===== src/rtl/rtmq_rand_arbiter_pkg.sv =====
// Shared constants for the RTMQ random-word arbiter: word width, Tausworthe reset seeds, FSM encoding.
// Latency: n/a (package only).
// Backpressure: n/a (package only).
package rtmq_rand_arbiter_pkg;

  localparam int W_REG = 32;

  localparam logic [63:0] Z1_RST = 64'h45D0_00FF_FFF0_05FF;
  localparam logic [63:0] Z2_RST = 64'hFFFC_BFFF_D800_0680;
  localparam logic [63:0] Z3_RST = 64'hFFDA_3500_00FE_95FF;

  typedef enum logic {
    WARMUP = 1'b0,
    SERVE  = 1'b1
  } state_e;

  // An all-zero component never leaves zero, so a zero seed falls back to the reset value.
  function automatic logic [63:0] seed_or_rst(input logic [63:0] dat, input logic [63:0] rst_val);
    return (dat == 64'd0) ? rst_val : dat;
  endfunction

endpackage


===== src/rtl/rtmq_rand_arbiter_if.sv =====
// Requester-side bundle of the random-word arbiter: level req, one-hot ack pulse, word, busy.
// Latency: ack/rnd_dat registered, one cycle after the granted req.
// Backpressure: req is held by the requester until its ack; busy means no service.
interface rtmq_rand_arbiter_if
  import rtmq_rand_arbiter_pkg::*;
#(
  parameter int N_REQ = 4,
  parameter int DAT_W = W_REG
);
  logic [N_REQ-1:0] req;
  logic [N_REQ-1:0] ack;
  logic [DAT_W-1:0] rnd_dat;
  logic             busy;

  modport master (output req, input ack, input rnd_dat, input busy);
  modport slave  (input req, output ack, output rnd_dat, output busy);
endinterface


===== src/rtl/rtmq_rand_arbiter_taus.sv =====
// Combined three-component Tausworthe generator; steps on i_step, optional per-component load (RTMQ_RAND_RESEED_EN).
// Latency: word is combinational from the current state; new state one edge after step/load.
// Backpressure: none; state holds whenever neither step nor load is asserted.
module rtmq_taus_core
  import rtmq_rand_arbiter_pkg::*;
(
  input  logic             i_clk,
  input  logic             i_rst,
  input  logic             i_step,
`ifdef RTMQ_RAND_RESEED_EN
  input  logic [2:0]       i_load_en,
  input  logic [63:0]      i_load_dat,
`endif
  output logic [W_REG-1:0] o_word
);

  logic [63:0] r_z1, r_z2, r_z3;
  logic [63:0] w_mix;

  always_ff @(posedge i_clk) begin
    if (i_rst) begin
      r_z1 <= Z1_RST;
      r_z2 <= Z2_RST;
      r_z3 <= Z3_RST;
    end else
`ifdef RTMQ_RAND_RESEED_EN
    if (|i_load_en) begin
      if (i_load_en[0]) r_z1 <= seed_or_rst(i_load_dat, Z1_RST);
      if (i_load_en[1]) r_z2 <= seed_or_rst(i_load_dat, Z2_RST);
      if (i_load_en[2]) r_z3 <= seed_or_rst(i_load_dat, Z3_RST);
    end else
`endif
    if (i_step) begin
      r_z1 <= {r_z1[39:1], r_z1[58:34] ^ r_z1[63:39]};
      r_z2 <= {r_z2[50:6], r_z2[44:26] ^ r_z2[63:45]};
      r_z3 <= {r_z3[56:9], r_z3[39:24] ^ r_z3[63:48]};
    end
  end

  assign w_mix  = r_z1 ^ r_z2 ^ r_z3;
  assign o_word = w_mix[W_REG-1:0];

endmodule


===== src/rtl/rtmq_rand_arbiter.sv =====
// Round-robin arbiter handing Tausworthe words to N_REQ requesters; seed ports under RTMQ_RAND_RESEED_EN.
// Latency: ack and rnd_dat one cycle after an uncontended req; one word per cycle.
// Backpressure: generator steps only when a word is consumed; busy during WARM-step warm-up.
module rtmq_rand_arbiter
  import rtmq_rand_arbiter_pkg::*;
#(
  parameter int N_REQ = 4,
  parameter int WARM  = 64
)(
  input  logic                 i_clk,
  input  logic                 i_rst,
  rtmq_rand_arbiter_if.slave   bus
`ifdef RTMQ_RAND_RESEED_EN
  ,
  input  logic                 i_seed_we,
  input  logic [1:0]           i_seed_sel,
  input  logic [63:0]          i_seed_dat
`endif
);

  localparam int PW = $clog2(N_REQ);
  localparam int CW = (WARM > 1) ? $clog2(WARM) : 1;

  state_e             r_state, w_state_nxt;
  logic [CW-1:0]      r_warm_cnt;
  logic [PW-1:0]      r_rr;
  logic [N_REQ-1:0]   r_ack;
  logic [W_REG-1:0]   r_rnd;
  logic               w_warm_last, w_seed_wr, w_step, w_grant, w_gnt_vld;
  logic [PW-1:0]      w_gnt_idx;
  logic [N_REQ-1:0]   w_onehot;
  logic [W_REG-1:0]   w_word;

  function automatic logic [PW-1:0] rr_idx(input logic [PW-1:0] base, input int off);
    int s;
    s = int'(base) + off;
    if (s >= N_REQ) s = s - N_REQ;
    return PW'(s);
  endfunction

`ifdef RTMQ_RAND_RESEED_EN
  logic [2:0] w_load_en;
  assign w_seed_wr = i_seed_we && (i_seed_sel != 2'd3);
  assign w_load_en = w_seed_wr ? (3'b001 << i_seed_sel) : 3'b000;
`else
  assign w_seed_wr = 1'b0;
`endif

  rtmq_taus_core u_taus (
    .i_clk      (i_clk),
    .i_rst      (i_rst),
    .i_step     (w_step),
`ifdef RTMQ_RAND_RESEED_EN
    .i_load_en  (w_load_en),
    .i_load_dat (i_seed_dat),
`endif
    .o_word     (w_word)
  );

  assign w_warm_last = (r_warm_cnt == CW'(WARM - 1));

  // Scan from the highest offset down so the nearest request at/after r_rr wins.
  always_comb begin
    w_gnt_vld = 1'b0;
    w_gnt_idx = '0;
    for (int i = N_REQ - 1; i >= 0; i--) begin
      if (bus.req[rr_idx(r_rr, i)]) begin
        w_gnt_vld = 1'b1;
        w_gnt_idx = rr_idx(r_rr, i);
      end
    end
  end

  assign w_onehot = {{(N_REQ-1){1'b0}}, 1'b1} << w_gnt_idx;

  always_ff @(posedge i_clk) begin
    if (i_rst) r_state <= WARMUP;
    else       r_state <= w_state_nxt;
  end

  always_comb begin
    w_state_nxt = r_state;
    if (w_seed_wr)                           w_state_nxt = WARMUP;
    else if (r_state == WARMUP && w_warm_last) w_state_nxt = SERVE;
  end

  // A seed write pre-empts both warm-up stepping and any pending grant.
  always_comb begin
    w_step   = 1'b0;
    w_grant  = 1'b0;
    bus.busy = (r_state == WARMUP);
    if (!w_seed_wr) begin
      case (r_state)
        WARMUP:  w_step = 1'b1;
        SERVE: begin
          w_grant = w_gnt_vld;
          w_step  = w_gnt_vld;
        end
        default: ;
      endcase
    end
  end

  always_ff @(posedge i_clk) begin
    if (i_rst) begin
      r_warm_cnt <= '0;
      r_rr       <= '0;
      r_ack      <= '0;
      r_rnd      <= '0;
    end else begin
      r_ack <= w_grant ? w_onehot : '0;
      if (w_grant) begin
        r_rnd <= w_word;
        r_rr  <= rr_idx(w_gnt_idx, 1);
      end
      if (w_seed_wr || r_state == SERVE || w_warm_last) r_warm_cnt <= '0;
      else                                              r_warm_cnt <= r_warm_cnt + CW'(1);
    end
  end

  assign bus.ack     = r_ack;
  assign bus.rnd_dat = r_rnd;

endmodule

===== src/flat_wrapper.sv =====
// flat-port wrapper written by rule: the top's interface ports become plain ports
module rtmq_rand_arbiter_flat import rtmq_rand_arbiter_pkg::*;
#(
  parameter int N_REQ = 4,
  parameter int WARM  = 64
)
  (i_clk, i_rst, bus_req, bus_ack, bus_rnd_dat, bus_busy);
  rtmq_rand_arbiter_if #(.N_REQ(N_REQ)) bus_i ();
  input  logic i_clk;
  input  logic i_rst;
  input wire logic [$bits(bus_i.req)-1:0] bus_req;
  output wire logic [$bits(bus_i.ack)-1:0] bus_ack;
  output wire logic [$bits(bus_i.rnd_dat)-1:0] bus_rnd_dat;
  output wire logic [$bits(bus_i.busy)-1:0] bus_busy;
  assign bus_i.req = bus_req;
  assign bus_ack = bus_i.ack;
  assign bus_rnd_dat = bus_i.rnd_dat;
  assign bus_busy = bus_i.busy;
  rtmq_rand_arbiter #(.N_REQ(N_REQ), .WARM(WARM)) u_core (.i_clk(i_clk), .i_rst(i_rst), .bus(bus_i));
endmodule

===== config.mk =====
export PLATFORM = sky130hd
export DESIGN_NAME = rtmq_rand_arbiter_flat
export DESIGN_NICKNAME = d
export VERILOG_FILES = /design/src/rtl/rtmq_rand_arbiter_pkg.sv /design/src/rtl/rtmq_rand_arbiter_if.sv /design/src/rtl/rtmq_rand_arbiter_taus.sv /design/src/rtl/rtmq_rand_arbiter.sv /design/src/flat_wrapper.sv
export SDC_FILE = /design/constraint.sdc
export NUM_CORES = 1
export LEC_CHECK = 0
export CAP_MARGIN = 0
export CORE_MARGIN = 2
export CORE_UTILIZATION = 50
export CTS_CLUSTER_SIZE = 14
export DETAILED_ROUTE_END_ITERATION = 16
export PLACE_DENSITY = 0.74
export SLEW_MARGIN = 40
export SYNTH_ARGS = -nofsm -noshare
export SYNTH_HDL_FRONTEND = slang
export SYNTH_SLANG_ARGS = --single-unit

===== constraint.sdc =====
create_clock -name i_clk -period 3.87 [get_ports i_clk]
set_input_delay 0.774 -clock i_clk [delete_from_list [all_inputs] [get_ports i_clk]]
set_output_delay 0.774 -clock i_clk [all_outputs]
set_load 0.005 [all_outputs]

Word-level counts from Yosys, hierarchy flattened --
Cells that the tools add are included.
Storage, ports and cells: output and inout port bits 37, logic and storage cells 63, bits of input ports 6, register bits after elaboration 237
Operators by class: reduce and logical (&&, ||, !) cells 4, order comparisons 9, equality and inequality tests 1, multiplexer cells 23, bitwise logic cells 7, shift operators 1, add/sub/neg operators 10
Operator list (count):
- 32-bit XOR | 2
- 25-bit XOR | 1
- 19-bit XOR | 1
- 2-bit 2-to-1 mux | 9
- 16-bit XOR | 1
- 3-bit >= comparator (second input constant) | 4
- 2-bit by 3-bit < comparator with 1-bit output (second input constant) | 4
- 2-bit by 1-bit subtractor with 2-bit output (second input constant) | 5
- 1-bit 2-to-1 mux | 9
- 1-bit binary-select mux with 2-bit select | 4
- 2-bit by 1-bit adder with 3-bit output (second input constant) | 2
- 2-bit by 2-bit adder with 3-bit output (second input constant) | 2
- 6-bit by 1-bit adder with 6-bit output (second input constant) | 1
- 6-bit == test (second input constant) | 1
- 2-bit OR reduction | 2
- 1-bit by 2-bit << shifter with 4-bit output (first input constant) | 1
- 2-bit by 3-bit >= comparator with 1-bit output (second input constant) | 1
- 1-bit inverter | 2
- 1-bit case mux with 2 select lines | 1
- 1-bit logical AND | 1
- 1-bit logical OR | 1

Depth between registers and ports, before layout --
Gate-level depths: netlist of the first run.
depth after elaboration 12, mapped depth 7, depth with buffers taken out 6

Modules after synthesis --
A second synthesis of the first run with hierarchy kept.
Second synthesis, totals: cell total of the unflattened synthesis 960, area total of the unflattened synthesis 9734.3 um2
By module, submodules not included:
- rtmq_taus_core | instances 1, seq. area each 3843.7 um2, cells each 758, area each 8065.2 um2
- rtmq_rand_arbiter | instances 1, seq. area each 900.9 um2, cells each 202, area each 1669.1 um2

Worst setup path after synthesis of the first run --
OpenSTA, ideal clock, no wires.
path type input to register, start point in bus_req[1], end point reg u_core.u_taus.r_z1[29], library setup time 0.122 ns, data arrival time 1.758 ns, cell stages on the path 6, data required time 3.748 ns, buffers on the path 2, slack 1.990 ns, cell sequence nor4_4 -> nand2_1 -> clkbuf_1 -> clkbuf_1 -> nand2_1 -> nand3b_1
Between the ends: cells in the longest elaborated chain, start to end 7, elaborated cells on any way between the ends 13, those cells by class mux: 13
RTL lines:
- from (decl) | RTL line flat_wrapper.sv:11 | input wire logic [$bits(bus_i.req)-1:0] bus_req;
- 1-bit binary-select mux with 2-bit select | RTL line rtmq_rand_arbiter.sv:67 | if (bus.req[rr_idx(r_rr, i)]) begin
- 1-bit 2-to-1 mux (implied by the code) | RTL line rtmq_rand_arbiter.sv:67
- 1-bit 2-to-1 mux (3 in a row) | RTL line rtmq_rand_arbiter.sv:67
- 1-bit 2-to-1 mux (*) | RTL line rtmq_rand_arbiter.sv:67
- 1-bit case mux with 2 select lines (*) | RTL line rtmq_rand_arbiter.sv:93 | case (r_state)
- to (signal assigned) | RTL line rtmq_rand_arbiter_taus.sv:34 | r_z1 <= {r_z1[39:1], r_z1[58:34] ^ r_z1[63:39]};
- to (decl) | RTL line rtmq_rand_arbiter_taus.sv:17 | logic [63:0] r_z1, r_z2, r_z3;
Every way passes the cells marked *; elsewhere a longest branch is shown, timed or not. The select of a mux whose other input is x is not followed. A chain may end at the register's enable or synchronous reset.

Worst setup path after layout of the first run --
start point in bus_req[1], end point reg u_core.u_taus.r_z2[16]
Between the ends: cells in the longest elaborated chain, start to end 7, elaborated cells on any way between the ends 13, those cells by class mux: 13
RTL lines:
- 1-bit binary-select mux with 2-bit select | RTL line rtmq_rand_arbiter.sv:67
- 1-bit 2-to-1 mux (implied by the code) | RTL line rtmq_rand_arbiter.sv:67
- 1-bit 2-to-1 mux (3 in a row) | RTL line rtmq_rand_arbiter.sv:67
- 1-bit 2-to-1 mux (*) | RTL line rtmq_rand_arbiter.sv:67
- 1-bit case mux with 2 select lines (*) | RTL line rtmq_rand_arbiter.sv:93
- to (signal assigned) | RTL line rtmq_rand_arbiter_taus.sv:35 | r_z2 <= {r_z2[50:6], r_z2[44:26] ^ r_z2[63:45]};
- to (decl) | RTL line rtmq_rand_arbiter_taus.sv:17
Marked as above.

==> flow_summary_export.csv, run 1 <==
group,metric,value,unit
timing,max_slew_headroom_at_the_worst_pin,0.478,
floorplanning,ios,43,
timing,fin_setup_tns,0,ns
clock_tree,numClockSinks,237,
yosys,synth-seq-cells,237,
global_route,grt_antenna_before_repair,0,
floorplanning,die_extent_in_y,142,um
timing,finalHoldViolations,0,
critical_path,worst_setup_path_start_kind,"primary input",
drt,post_drt_wl_per_cell,14.3,um
global_route,vias_in_the_first_global_route,6458,
yosys,synth_simple_gate_area_frac,0.248,
floorplanning,initial_utilization,0.509,
critical_path,path_buf_inv,2,
yosys,post_synth_num_cell_types,26,
cells_and_area,area_used_by_multi_input_combinational_logic,4430,um2
cells_and_area,antenna_cells_inserted,0,
drt,drt_iter0_drc,472,
pwr,seq_power_share,0.483,
floorplanning,die_width,142,um
drt,wl,19.7,mm
cells_and_area,layout.area.seq,4740,um2
drt,viasPerCell,5.13,
yosys,netlist_top_cells_count,"sky130_fd_sc_hd__nand2_1 (331), sky130_fd_sc_hd__dfxtp_1 (237), sky130_fd_sc_hd__nor2_1 (105)",
critical_path,crit_chain,"clkdlybuf4s50_1, nor4_4, nand2_4, buf_12, nor2_1, a211oi_1",
placement,postPlaceCellArea,10000,um2
pwr,switching_share,0.229,
yosys,synth.yosys.seq_area_share,0.500,
placement,buffer_ports.inserted,42,
cells_and_area,final_layout_size_suffix_gt1_frac,0.0496,
yosys,synth-adder-area-share,0.00132,
critical_path,crit_path_max_incr_delay,0.50,ns
pwr,total_power,0.00567,W
placement,dpl.hpwl,12.8,mm
clock_tree,clockRootBuffer,"sky130_fd_sc_hd__clkbuf_16",
critical_path,endpoint_kind,"flip-flop",
clock_tree,clk_pin_slew,0.06,ns
yosys,synth.area.mux_share,0,
pwr,intPower,0.00437,W
pwr,share_clk_of_total_power,0.443,
global_route,grt.total_usage,0.195,
clock_tree,cts_tree,"yes",
clock_tree,cts-resized-gates,0,
yosys,number_of_enable_flip_flop_cells_after_synthesis,0,
clock_tree,htreeDepth,1,
timing,fin_crit_sh,0.642,
floorplanning,core_area,18600,um2
clock_tree,insertion_delay,0.52,ns
yosys,synthesis.yosys.warnings,0,
clock_tree,postCtsSetupRepairBufs,0,
placement,dp_slack,0.892,ns
yosys,yosysTopAreaCell,"sky130_fd_sc_hd__dfxtp_1",
placement,globalplace.congestion,0.790,
timing,setup_viol,0,
job,max_cap_viol_count,0,
pwr,power.leakage,4.31,nW
timing,finalCriticalPeriod,2.48,ns
pwr,max-vdd-ir-drop,244,uV
yosys,postSynth.asyncResetShare,0,
yosys,yosysMostFrequentCell,"sky130_fd_sc_hd__nand2_1",
floorplanning,floorplan.die_area,20100,um2
global_route,grt_first_pass_wirelength,32.2,mm
pwr,power.switching,0.00130,W
clock_tree,cts.path.max_buffers,3,
critical_path,worst_path_dominant_cell_family,"simple AND/OR/NAND/NOR gates",
pwr,power.density,519,nW/um2
critical_path,worst-setup-path-type,"primary input to flip-flop",
global_route,aggregate_global_routing_overflow,0,
timing,finalClockSkew,0.0109,ns
timing,postLayoutSetupSlackWorst,1.39,ns
drt,remaining_drc_errors,0,
worst_hold_path,hold_path.class,"flip-flop to flip-flop",
critical_path,crit_arrival,2.85,ns
yosys,synthesis.instances,1126,
yosys,synth_compound_area_frac,0.0973,
yosys,yosys_most_used_dff,"sky130_fd_sc_hd__dfxtp_1",
critical_path,worst-endpoint-required,4.24,ns
yosys,synth_area,9490,um2
cells_and_area,relative_area_change_from_synthesis_to_final_layout,15.1,%
global_route,grt_max_degree,138,
critical_path,worstPathMaxFanout,122,
pwr,comb_power_share,0.075,
timing,slew_violations,0,
clock_tree,cts_hold_buf,0,
drt,ant_nets,0,
timing,grt_setup_unrepaired,"false",
outcome,status,"finished, final reports clean",
cells_and_area,fillers,1621,
drt,num_vias,7099,
floorplanning,placementRows,50,
timing,timing.fmax,0.403,GHz
drt,detailed_routing_iterations_pass_1,5,
clock_tree,numCtsBuffers,25,
cells_and_area,finish.instance_area,10900,um2
yosys,post_synth_main_area_contributors,"sky130_fd_sc_hd__dfxtp_1 (50%), sky130_fd_sc_hd__nand2_1 (13%), sky130_fd_sc_hd__xnor2_1 (8.9%)",
yosys,synth.top_cell.area_share,0.500,
yosys,syn-mean-instance-area,8.43,um2
timing,worst_slew_pin_slew,0.783,ns
timing,whs,0.445,ns
yosys,synth_top_family_by_area,"simple AND/OR/NAND/NOR gates",
yosys,syn_nets,1133,
critical_path,slowest_stage,"sky130_fd_sc_hd__clkdlybuf4s50_1",
cells_and_area,fin_nets,1138,
yosys,synth_xor_area_frac,0.119,
==> cell usage in the layout (no fill, tap or decap), types with 2 or more instances in the layout <==
cell | netlist | layout
sky130_fd_sc_hd__nor2b_1 | 3 | 3
sky130_fd_sc_hd__nand3b_1 | 78 | 78
sky130_fd_sc_hd__clkdlybuf4s50_1 | 0 | 41
sky130_fd_sc_hd__nand2b_1 | 4 | 4
sky130_fd_sc_hd__xor2_1 | 32 | 32
sky130_fd_sc_hd__nor2_1 | 105 | 104
sky130_fd_sc_hd__nand2_1 | 331 | 330
sky130_fd_sc_hd__nand3_1 | 3 | 3
sky130_fd_sc_hd__clkbuf_16 | 0 | 25
sky130_fd_sc_hd__a211oi_1 | 32 | 32
sky130_fd_sc_hd__clkbuf_8 | 0 | 7
sky130_fd_sc_hd__a21oi_1 | 88 | 88
sky130_fd_sc_hd__buf_4 | 3 | 4
sky130_fd_sc_hd__buf_12 | 0 | 6
sky130_fd_sc_hd__clkinv_2 | 0 | 4
sky130_fd_sc_hd__bufinv_16 | 0 | 4
sky130_fd_sc_hd__dfxtp_1 | 237 | 237
sky130_fd_sc_hd__xnor2_1 | 97 | 97
sky130_fd_sc_hd__clkbuf_1 | 42 | 4
sky130_fd_sc_hd__o21bai_1 | 30 | 30
sky130_fd_sc_hd__inv_1 | 2 | 2
==> power by group through the flow <==
stage / clock [W] / sequential, W / combinational (W)
final: 0.00251 / 0.00274 / 0.000423
after global routing: 0.00267 / 0.00276 / 0.000471
after CTS: 0.00255 / 0.00274 / 0.000426
after detailed placement: 0 / 0.00279 / 0.000423
after global placement: 0 / 0.00279 / 0.000416
after floorplan: 0 / 0.00275 / 0.000333
==> flip-flops by register name (all words and copies together) (netlist names) <==
signal              count
u_core.u_taus.r_z1     64
u_core.u_taus.r_z2     64
u_core.u_taus.r_z3     64
u_core.bus.rnd_dat     32
u_core.r_warm_cnt       6
u_core.bus.ack          4
u_core.r_rr             2
u_core.r_state          1
==> cells by family (layout without fill, tap and decap cells) <==
group,Yosys count,in the layout
xor gates and xnor gates,129,129
DFF,237,237
adders and majority gates,1,1
buffers and inverters,76,99
AOI/OAI and AO/OA,152,152
and+or+nand+nor,531,531
==> per-layer routing <==
metal / track usage / wire length, um / share of wire
met5: 0 / 0 / 0
met2: 0.311 / 9000 / 0.46
met1: 0.271 / 9020 / 0.46
met3: 0.0334 / 1160 / 0.059
met4: 0.0658 / 530 / 0.027
==> final timing paths <==
path | from | to | slack, ns | cells past startpoint
max reg2reg | u_core.r_state | u_core.u_taus.r_z2[16] | 2.09 | 4
min | u_core.r_warm_cnt[0] | u_core.r_warm_cnt[0] | 0.44 | 1
min reg2reg | u_core.r_warm_cnt[0] | u_core.r_warm_cnt[0] | 0.44 | 1
max | bus_req[1] | u_core.u_taus.r_z2[16] | 1.39 | 6
==> final cells by class <==
type                       instances  area share
sequential                       237       0.434
multi-input combinational        813       0.405
clock buffer                      35      0.0662
timing repair buffer              52      0.0526
tap                              234      0.0268
clock inverter                    10      0.0143
inverter                           2    0.000687
==> through the flow <==
step / instances / utilization
CTS: 1383 / 0.586
global placement: 1338 / 0.539
global route: 1383 / 0.586
detailed placement: 1338 / 0.539
finish: 1383 / 0.586
floorplan: 1126 / -
Note: power is estimated with default switching activity, not from simulation.
==> run 2, diff against run 1 <==
==> constraint.sdc (replaced) <==
create_clock -name i_clk -period 2.4 [get_ports i_clk]
set_input_delay 0.48 -clock i_clk [delete_from_list [all_inputs] [get_ports i_clk]]
set_output_delay 0.48 -clock i_clk [all_outputs]
set_load 0.005 [all_outputs]
==> run 2 against run 1 <==
  * Die area stayed put
  * Clock power up 49%
  * Cell area about the same
  * Sequential share of layout area barely moved
  * Largest power group unchanged
==> flow_summary_export.csv, run 2 (same netlist as run 1, synthesis figures left out) <==
group,metric,value,unit
cells_and_area,area_used_by_multi_input_combinational_logic,4430,um2
timing,slew_violations,0,
pwr,power.density,808,nW/um2
critical_path,r2r_end,"u_core.u_taus.r_z2[12]",
critical_path,crit_arrival,1.56,ns
cells_and_area,most_frequent_standard_cell_in_the_layout_excluding_fill_and_tap_cells,"sky130_fd_sc_hd__nand2_1",
floorplanning,ios,43,
timing,timing.fmax,0.490,GHz
drt,ant_nets,0,
drt,remaining_drc_errors,0,
placement,buffer_ports.inserted,42,
pwr,switching_share,0.236,
floorplanning,die_extent_in_y,142,um
clock_tree,htreeDepth,1,
worst_hold_path,timing.hold.worst.start,"i_rst",
placement,dp_slack,0.0952,ns
timing,setup_viol,0,
critical_path,worst-r2r-cell-count,4,
global_route,grt_antenna_before_repair,0,
clock_tree,cts_tree,"yes",
floorplanning,core_area,18600,um2
drt,viasPerCell,5.09,
timing,fin_setup_tns,0,ns
critical_path,crit_chain,"inv_1, clkdlybuf4s50_1",
critical_path,worst_reg_to_reg_setup_slack,0.95,ns
timing,worst_slew_pin_slew,0.571,ns
pwr,comb_power_share,0.078,
clock_tree,numClockSinks,237,
global_route,grt.total_usage,0.201,
floorplanning,initial_utilization,0.509,
clock_tree,clk_pin_slew,0.06,ns
drt,num_vias,7065,
timing,postLayoutSetupSlackWorst,0.358,ns
timing,finalClockSkew,0.0132,ns
cells_and_area,layout.area.seq,4740,um2
global_route,aggregate_global_routing_overflow,0,
pwr,power.leakage,4.32,nW
global_route,grt_max_degree,137,
pwr,intPower,0.00674,W
pwr,power.switching,0.00208,W
clock_tree,insertion_delay,0.51,ns
floorplanning,placementRows,50,
clock_tree,cts-resized-gates,0,
pwr,seq_power_share,0.500,
clock_tree,cts.path.max_buffers,3,
clock_tree,postCtsSetupRepairBufs,0,
outcome,status,"finished, final reports clean",
critical_path,worst-setup-path-type,"flip-flop to output pin",
critical_path,launch_point_of_the_worst_reg_to_reg_path,"u_core.r_state",
critical_path,endpoint_kind,"output pin",
timing,fin_crit_sh,0.851,
global_route,grt_first_pass_wirelength,33.1,mm
cells_and_area,fin_nets,1143,
timing,max_slew_headroom_at_the_worst_pin,0.619,
timing,finalHoldViolations,0,
floorplanning,floorplan.die_area,20100,um2
drt,detailed_routing_iterations_pass_1,4,
job,max_cap_viol_count,0,
cells_and_area,final_layout_size_suffix_gt1_frac,0.0520,
drt,drt_iter0_drc,559,
critical_path,worst-endpoint-required,1.92,ns
clock_tree,cts_hold_buf,0,
pwr,max-vdd-ir-drop,471,uV
drt,wl,19.8,mm
drt,post_drt_wl_per_cell,14.3,um
placement,dpl.hpwl,13.0,mm
cells_and_area,antenna_cells_inserted,0,
cells_and_area,relative_area_change_from_synthesis_to_final_layout,15.1,%
worst_hold_path,hold_path.class,"primary input to flip-flop",
placement,globalplace.congestion,0.762,
critical_path,slowest_stage,"sky130_fd_sc_hd__dfxtp_1",
timing,grt_setup_unrepaired,"false",
critical_path,worst_setup_path_start_kind,"flip-flop",
clock_tree,numCtsBuffers,25,
pwr,share_clk_of_total_power,0.422,
cells_and_area,fillers,1649,
critical_path,path_buf_inv,2,
clock_tree,clockRootBuffer,"sky130_fd_sc_hd__clkbuf_16",
timing,finalCriticalPeriod,2.04,ns
cells_and_area,layout.cells.most_common_list,"sky130_fd_sc_hd__nand2_1 (330), sky130_fd_sc_hd__dfxtp_1 (237), sky130_fd_sc_hd__nor2_1 (104)",
worst_hold_path,min_path_cells,2,
worst_hold_path,hold_end,"u_core.r_state",
global_route,vias_in_the_first_global_route,6628,
cells_and_area,reg.largest.list,"u_core.u_taus.r_z1 (64), u_core.u_taus.r_z2 (64), u_core.u_taus.r_z3 (64)",
critical_path,worst_path_dominant_cell_family,"buffers and inverters",
floorplanning,die_width,142,um
critical_path,crit_path_max_incr_delay,0.48,ns
critical_path,worstPathMaxFanout,6,
## run 2: metrics by stage
stage          instances  power, W   util  area [um2]  hold slack (ns)
6_report            1388   0.00883  0.586       10900            0.418
4_1_cts             1388   0.00890  0.586       10900            0.391
2_1_floorplan       1126   0.00497      -        9490            0.418
3_5_place_dp        1343   0.00519  0.543       10100            0.443
3_3_place_gp        1343   0.00517  0.543       10100            0.431
5_1_grt             1388   0.00919  0.586       10900            0.421
## run 2: worst max path at each step
stage | startpoint | endpoint | cells past startpoint
floorplan | bus_req[1] | u_core.u_taus.r_z1[29] | 6
detailed placement | bus_req[0] | u_core.u_taus.r_z1[14] | 7
finish | u_core.r_state | bus_busy | 2
CTS | u_core.r_state | bus_busy | 2
global route | u_core.r_state | bus_busy | 2
global placement | bus_req[1] | u_core.u_taus.r_z2[5] | 7
## run 2: routing by layer
| metal | vias to the layer above | share of wire | GRT usage | wire (um) |
|---|---|---|---|---|
| met4 | 0 | 0.020 | 0.0505 | 394 |
| met2 | 123 | 0.46 | 0.327 | 9180 |
| met1 | 3261 | 0.48 | 0.278 | 9440 |
| met3 | 30 | 0.042 | 0.0348 | 838 |
| met5 | - | 0 | 0 | 0 |
| li1 | 3651 | - | - | - |
## run 2: cell type report
class / count / share of cell area
multi-input combinational: 813 / 0.405
timing repair buffer: 57 / 0.0592
sequential: 237 / 0.434
clock buffer: 37 / 0.0669
inverter: 2 / 0.000687
tap: 234 / 0.0268
clock inverter: 8 / 0.00653
## run 2: power groups by stage
stage                     Clock, W  Combinational (W)  Sequential (W)
after detailed placement         0           0.000688         0.00450
final                      0.00373           0.000687         0.00441
after global routing       0.00398           0.000772         0.00444
after CTS                  0.00380           0.000692         0.00441
after global placement           0           0.000674         0.00449
after floorplan                  0           0.000536         0.00443
